File: config.mk
export PLATFORM = sky130hd
export DESIGN_NAME = ccff_bitstream_loader
export DESIGN_NICKNAME = d
export VERILOG_FILES = /design/src/rtl/ccff_bitstream_loader.sv
export SDC_FILE = /design/constraint.sdc
export NUM_CORES = 1
export LEC_CHECK = 0
export ABC_AREA = 1
export CAP_MARGIN = 30
export CORE_ASPECT_RATIO = 0.6
export CORE_MARGIN = 3
export CORE_UTILIZATION = 50
export DETAILED_ROUTE_END_ITERATION = 10
export HOLD_SLACK_MARGIN = 0.15
export PLACE_DENSITY_LB_ADDON = 0.08
export SLEW_MARGIN = 0
export SYNTH_ARGS = -nofsm -noshare
export SYNTH_HDL_FRONTEND = slang
export SYNTH_SLANG_ARGS = --single-unit
File: constraint.sdc
create_clock -name prog_clk -period 1.7 [get_ports prog_clk]
set_input_delay 0.34 -clock prog_clk [delete_from_list [all_inputs] [get_ports prog_clk]]
set_output_delay 0.34 -clock prog_clk [all_outputs]
set_load 0.1 [all_outputs]
File: src/rtl/ccff_bitstream_loader.sv
// Configuration-chain loader: serialises a marker plus bitstream words
// onto ccff_head and verifies the marker as it emerges at ccff_tail.
module ccff_bitstream_loader #(
  parameter int         CHAIN_LEN = 1024,
  parameter int         WORD_W    = 8,
  parameter logic [7:0] MARKER    = 8'hA5,
  parameter int         CNT_W     = 16
) (
  input  logic              prog_clk,
  input  logic              pReset_n,
  input  logic              start,
  input  logic [WORD_W-1:0] bs_data,
  input  logic              bs_valid,
  output logic              bs_ready,
  output logic              ccff_head,
  output logic              config_enable,
  input  logic              ccff_tail,
  output logic              busy,
  output logic              done,
  output logic              error
);

  localparam int BI_W = (WORD_W > 1) ? $clog2(WORD_W) : 1;
  localparam logic [CNT_W-1:0] CL = CNT_W'(CHAIN_LEN);
  localparam logic [CNT_W-1:0] NW = CNT_W'(CHAIN_LEN / WORD_W);
  localparam logic [BI_W-1:0] LAST = BI_W'(WORD_W - 1);

  typedef enum logic [2:0] {
    S_IDLE,
    S_MARK,
    S_LOAD,
    S_DONE,
    S_ERR
  } state_e;

  state_e            state_q, state_d;
  logic [CNT_W-1:0]  cnt_q, cnt_d;
  logic [CNT_W-1:0]  words_q, words_d;
  logic [WORD_W-1:0] buf_q, buf_d;
  logic              bvld_q, bvld_d;
  logic [BI_W-1:0]   bidx_q, bidx_d;
  logic              head_q, head_d;
  logic              cen_q, cen_d;
  logic              done_q, done_d;
  logic              err_q, err_d;

  logic       accept;
  logic       take;
  logic       chk;
  logic       mism;
  logic [2:0] k;

  assign busy     = (state_q == S_MARK) || (state_q == S_LOAD);
  assign bs_ready = busy && !bvld_q && (words_q < NW);
  assign accept   = bs_valid && bs_ready;

  // Marker bit k reaches the tail once CHAIN_LEN+k shifts are done
  assign k    = 3'(cnt_q - CL);
  assign chk  = (state_q == S_LOAD) && (cnt_q >= CL)
             && (cnt_q < CL + CNT_W'(8));
  assign mism = chk && (ccff_tail != MARKER[3'd7 - k]);

  always_comb begin
    state_d = state_q;
    cnt_d   = cnt_q;
    words_d = words_q;
    buf_d   = buf_q;
    bvld_d  = bvld_q;
    bidx_d  = bidx_q;
    head_d  = head_q;
    cen_d   = 1'b0;
    done_d  = done_q;
    err_d   = err_q;
    take    = 1'b0;

    if (cen_q) cnt_d = cnt_q + CNT_W'(1);

    if (accept) begin
      buf_d   = bs_data;
      bvld_d  = 1'b1;
      bidx_d  = '0;
      words_d = words_q + CNT_W'(1);
    end

    unique case (state_q)
      S_IDLE, S_DONE, S_ERR: begin
        if (start) begin
          state_d = S_MARK;
          cnt_d   = '0;
          words_d = '0;
          bvld_d  = 1'b0;
          bidx_d  = '0;
          done_d  = 1'b0;
          err_d   = 1'b0;
          cen_d   = 1'b1;
          head_d  = MARKER[7];
        end
      end
      S_MARK: begin
        if (cnt_q == CNT_W'(7)) begin
          state_d = S_LOAD;
          take    = 1'b1;
        end else begin
          cen_d  = 1'b1;
          head_d = MARKER[3'd6 - cnt_q[2:0]];
        end
      end
      S_LOAD: begin
        if (mism) begin
          state_d = S_ERR;
          err_d   = 1'b1;
        end else if (cen_q && cnt_q == CL + CNT_W'(7)) begin
          state_d = S_DONE;
          done_d  = 1'b1;
        end else begin
          take = 1'b1;
        end
      end
      default: state_d = S_IDLE;
    endcase

    // A word arriving on an empty buffer is presented on the same edge
    if (take) begin
      if (bvld_q) begin
        cen_d  = 1'b1;
        head_d = buf_q[LAST - bidx_q];
        bidx_d = bidx_q + BI_W'(1);
        if (bidx_q == LAST) bvld_d = 1'b0;
      end else if (accept) begin
        cen_d  = 1'b1;
        head_d = bs_data[WORD_W-1];
        bidx_d = BI_W'(1);
        bvld_d = (WORD_W > 1);
      end
    end
  end

  always_ff @(posedge prog_clk or negedge pReset_n) begin
    if (!pReset_n) begin
      state_q <= S_IDLE;
      cnt_q   <= '0;
      words_q <= '0;
      buf_q   <= '0;
      bvld_q  <= 1'b0;
      bidx_q  <= '0;
      head_q  <= 1'b0;
      cen_q   <= 1'b0;
      done_q  <= 1'b0;
      err_q   <= 1'b0;
    end else begin
      state_q <= state_d;
      cnt_q   <= cnt_d;
      words_q <= words_d;
      buf_q   <= buf_d;
      bvld_q  <= bvld_d;
      bidx_q  <= bidx_d;
      head_q  <= head_d;
      cen_q   <= cen_d;
      done_q  <= done_d;
      err_q   <= err_d;
    end
  end

  assign ccff_head     = head_q;
  assign config_enable = cen_q;
  assign done          = done_q;
  assign error         = err_q;

endmodule

Word level (Yosys, flattened, before mapping)
Memory sizes are Yosys's and may differ from the RTL's. Index checks and enable logic that the tools add are counted.

$add $sub $neg: 7. Magnitude comparators: 6. Eq/ne operators: 14. Multiplexer cells: 50. Reductions and logical operators: 15.

Operators with widths (count): two-way mux 16 bit (6); adder 16 x 1 -> 16 bit, second input constant (2); two-way mux 3 bit (10); two-way mux 1 bit (27); == test 16 x 11 -> 1 bit, second input constant (1); == test 16 x 3 -> 1 bit, second input constant (1); greater-or-equal comparator 16 x 11 -> 1 bit, second input constant (1); less-than comparator 16 x 11 -> 1 bit, second input constant (1); less-than comparator 16 x 8 -> 1 bit, second input constant (1); less-than comparator 3 x 4 -> 1 bit, second input constant (3); case mux 1 bit (2 select lines) (5); case mux 3 bit (3 select lines) (1); subtractor 3 bit, first input constant (3); logical AND 1 bit (7); == test 3 x 2 -> 1 bit, second input constant (2); == test 3 bit, second input constant (2); != test 2 bit, second input constant (3); AND reduction 3 bit (2); != test 2 x 1 -> 1 bit, second input constant (2); AND reduction 4 bit (1); adder 3 x 1 -> 3 bit, second input constant (1); binary-select mux 1 bit (select 3 bit) (1); == test 3 x 1 -> 1 bit, second input constant (1); logical NOT 3 bit (1); other kinds (7) (7).

Register bits after elaboration: 51. Memory bits (read-only): 16. Bits of input ports: 13. Output and inout bits: 6. Word-level logic and storage cells: 104. Memories: 2.

Memories: (name not given) (depth 8, width 1, rd ports 1, clocked after Yosys merged registers in 0, write ports 0, RTL line 105) `head_d = MARKER[3'd6 - cnt_q[2:0]];`; (name not given) (depth 8, width 1, rd ports 1, clocked after Yosys merged registers in 0, write ports 0, RTL line 61) `assign mism = chk && (ccff_tail != MARKER[3'd7 - k]);`.

Longest topological paths before layout
Depth after elaboration: 11. Gate-level depth with buffers: 11. Mapped depth without buffers: 11.

Worst setup path before layout
OpenSTA, ideal clock, no wires.

Kind: reg2out. Start: register state_q[0]. End: output bs_ready. Arrival: 2053 ps. Data required time: 1360 ps. Slack: -693 ps. Stages on the path, launching flop included: 6. Path buffers: 0. Path through: dfrtp_1 -> inv_1 -> nand3_1 -> nand2_1 -> nand2_1 -> inv_1.

Word-level cells in the longest chain between the ends: 4. Elaborated cells on any way between the ends: 5. Classes of those cells: 2 x eq/ne; 3 x reduce/logical.

RTL lines: start, declared (RTL line 36) `state_e state_q, state_d;`; start signal, assigned (RTL line 151) `state_q <= state_d;`; == test 3 x 1 -> 1 bit / == test 3 x 2 -> 1 bit (equally long branches) (RTL line 53) `assign busy = (state_q == S_MARK) || (state_q == S_LOAD);`; logical OR 1 bit * (RTL line 53); via busy (RTL line 18) `output logic busy,`; logical AND 1 bit * (2 in series) (RTL line 54) `assign bs_ready = busy && !bvld_q && (words_q < NW);`; end, declared (RTL line 14) `output logic bs_ready,`.

The timed path passes the listed nets; every way through them passes the cells marked *.

Final worst setup path
Start: register words_q[10]. End: output bs_ready.

Word-level cells in the longest chain between the ends: 2.

RTL lines: start, declared (RTL line 38) `logic [CNT_W-1:0] words_q, words_d;`; start signal, assigned (RTL line 153) `words_q <= words_d;`; less-than comparator 16 x 8 -> 1 bit (RTL line 54); logical AND 1 bit (RTL line 54).

Every way passes these cells.

==> impl_summary.txt <==
----------------------------------------------------
[CTS]
  Largest buffer count on any clock path ... 2
  TritonCTS Sinks ... 51
  Clock latency on the worst-skew pair ... 0.31 ns
  Clock Root Buffer ... clkbuf_8
  CTS buffer count ... 5
  H-tree levels ... 2
  Clock tree from TritonCTS ... yes
  Clock-pin transition on the worst setup and hold timing paths ... 0.10 ns

[Placed design]
  Gpl congestion ... 0.8492
  Half-perimeter wire length of the detailed placement result ... 5293 µm
  Worst Setup Slack post-DPL ... 0.004207 ns
  Total of buffers placed on input and output ports ... 18
  Cell area reported after detailed placement ... 3405 µm²

[Detailed routing]
  Wire length reported by the detailed router ... 7452 µm
  Number of design-rule violations left by the first detailed-router iteration ... 158
  Total vias in the final route ... 2689
  Ratio of routed vias to standard cells ... 5.283
  First-pass iteration count of the detailed router ... 5
  Wire length per cell after detailed routing ... 14.64 µm
  Final antenna-violating net count ... 0
  Residual DRC ... 0

[Setup path]
  Cell chain of the critical path ... inv_1 > nand4_1 > nor2_2 > buf_4 > nand2_4 > clkinvlp_4 > buf_12
  Worst setup path category ... register to primary output
  CP Data Arrival Time ... 1.48 ns
  Depth of the most critical reg-to-reg path ... 7
  Required time at the worst-slack endpoint ... 1.36 ns
  Buffers and inverters on the worst path ... 4
  Cell class contributing the biggest share of worst-path delay ... buffers and inverters
  Type of element launching the critical path ... register
  Slowest CP cell ... dfrtp_1
  Largest stage delay on the critical path ... 0.38 ns
  Type of element capturing the critical path ... primary output
  Number of cells on the critical path ... 7
  Highest fanout seen on the critical path ... 3

[Layout]
  Final antenna diode count ... 0
  Fillers ... 402
  Final design instance area without fill ... 3795 µm²
  Net total in the final layout ... 461
  Fraction of final layout cells sized beyond drive strength 1 ... 26.19%
  Core utilization of the finished layout ... 72.21%
  P&R area growth vs syn ... 33.79%

[STA]
  Total of endpoints with negative setup slack in the final report ... 2
  Skew final ... 0.01034 ns
  Hold Vio Cnt, Final ... 0
  Max-slew headroom ... 74.84%
  RSZ-0062 raised after global routing ... yes
  Final cycle utilization of the critical path ... 107.0%
  Count of final max-slew check failures ... 0
  Slew @ Worst Pin ... 0.3760 ns
  Final critical path time including I/O delays and setup ... 1.819 ns
  Setup WS post-layout ... -0.1187 ns
  Maximum frequency from static timing analysis ... 549.8 MHz

[Pwr]
  Highest ir drop seen on vdd ... 0.5670 mV
  Power density normalized to cell area ... 762.9 nW/µm²
  Leakage power of the design ... 1.914 nW
  Final Power ... 2.895 mW

[Floorplanning]
  Vertical die dimension ... 64.34 µm
  Area enclosed by the die boundary ... 6642 µm²
  Cell Rows ... 20
  Die span in x ... 103.2 µm
  Initial standard-cell utilization of the core ... 53.98%
  Floorplan Core Area ... 5255 µm²
  I/O pin count ... 19

[Synth]
  Number of nets produced by synthesis ... 390
  Biggest area consumer among synthesized cells ... dfrtp_1
  Yosys cell types ... 28
  Biggest area contributors in the synthesized netlist ... dfrtp_1 (45%), nand2_1 (12%), inv_1 (7.4%)
  Mapped Area ... 2836 µm²
  Prevailing post-synth register cell ... dfrtp_1
  Mapped Cells ... 371
  Synthesized area per cell ... 7.645 µm²
  Fraction of post-synthesis cell area in the top cell type by area ... 44.99%
  Sequential fraction of the synthesis area ... 44.99%
  Yosys synthesis warning count ... 0
  Fraction of synthesis flops using an asynchronous set or reset pin ... 100.0%
  Number of enable-type register cells in the synthesized netlist ... 0
  Yosys reg bits ... 51

[GRT]
  First-pass GRT wire length ... 11660 µm
  Antenna violations before repair ... 0
  Total overflow reported by the global router ... 0
  Via count of the first global-routing pass ... 2429
  Pin count of the biggest net entering global routing ... 22
  All-Layer GR Usage ... 22.76%

[Outcome]
  Status ... finished with violations
  Failing checks ... negative setup slack

[Worst hold path]
  Class of the most critical hold timing path ... primary input to async pin

[Flow run]
  Max-cap viol count ... 0

----------------------------------------------------
-- kinds of logic after synthesis --
group	Yosys count	synth area share [%]
buf+inv	64	8.646
simple gates	191	32.02
xor+xnor	6	1.853
flops	51	44.99
fa+ha+maj	6	2.647
compound gates	53	9.837
-- metrics by stage --
step           hold WS (ns)  TNS [ns]  std cells
5_1_grt              0.4859   -0.5700        509
4_1_cts              0.4486    -1.568        495
2_1_floorplan       0.04441  -0.04565        371
3_5_place_dp         0.2665         0        483
3_3_place_gp         0.2662         0        483
6_report             0.4488   -0.1258        509
-- worst paths after layout --
path                        startpoint  slack (ns)       endpoint
min in group prog_clk         buf_q[2]        0.48       buf_q[2]
setup reg to reg             cnt_q[10]        0.03      bidx_q[1]
hold / removal                pReset_n        0.45      cnt_q[13]
max in group asynchronous     pReset_n        0.77  config_enable
hold reg to reg               buf_q[2]        0.48       buf_q[2]
setup / recovery           words_q[10]       -0.12       bs_ready
-- sequential cells by signal, summed over array words and instances, names as in the netlist --
signal / count
error: 1
state_q: 3
done: 1
buf_q: 8
bvld_q: 1
cnt_q: 16
ccff_head: 1
words_q: 16
bidx_q: 3
config_enable: 1
-- cells in the final DEF, fill, tap and decap left out, types with 6 or more instances in the layout --
cell type	netlist	final
inv_2	4	10
nand4_1	13	13
nor3_1	9	7
clkdlybuf4s50_1	0	11
nor2_1	43	38
nand2_1	88	80
dfrtp_1	51	48
buf_4	0	46
nand3_1	19	16
nand3_2	6	6
inv_1	56	49
buf_12	0	7
nand2_4	1	6
a21oi_1	20	20
o21ai_0	27	24
-- routing by layer --
| metal | GRT usage, % | vias to the layer above | part of all wire [%] |
|---|---|---|---|
| li1 | - | 1337 | - |
| met4 | 4.362 | 0 | 0.74 |
| met2 | 28.99 | 83 | 39 |
| met1 | 38.69 | 1263 | 54 |
| met3 | 4.362 | 6 | 6.5 |
| met5 | 0 | - | 0 |
-- cell usage after synthesis, types with 5 or more instances --
cell type,number
nand4_1,13
nand3_1,19
xor2_1,5
dfrtp_1,51
nor2_1,43
nand3_2,6
o21ai_0,27
a21oi_1,20
ha_1,6
inv_1,56
nor3_1,9
nand2_1,88
-- where the power goes --
group | leakage, nW | total, mW | switching (mW) | internal (mW)
clock | 0.0548 | 0.883 | 0.439 | 0.444
combinational | 1.25 | 0.610 | 0.380 | 0.229
sequential | 0.609 | 1.40 | 0.0901 | 1.31
-- area by class of cell --
class                   count  area (µm²)  area share (%)
multi-input cells         257        1464           38.58
clock inverters             3       46.29           1.220
inverters                  60       229.0           6.034
repair buffers             67       621.8           16.39
flip-flops and latches     51        1282           33.79
clock buffers               5       68.82           1.813
well taps                  66       82.58           2.176
-- timing repair --
action | in CTS | in global routing
gates resized for setup | 2 | 40
setup buffers | 3 | 15
cloned | 0 | 1
hold buffers | 1 | 0
endpoints found under the hold margin | 11 | 0
pin swaps | 2 | 23
endpoints found under the setup margin | 1 | 29
Note: power is estimated with default switching activity, not from simulation.
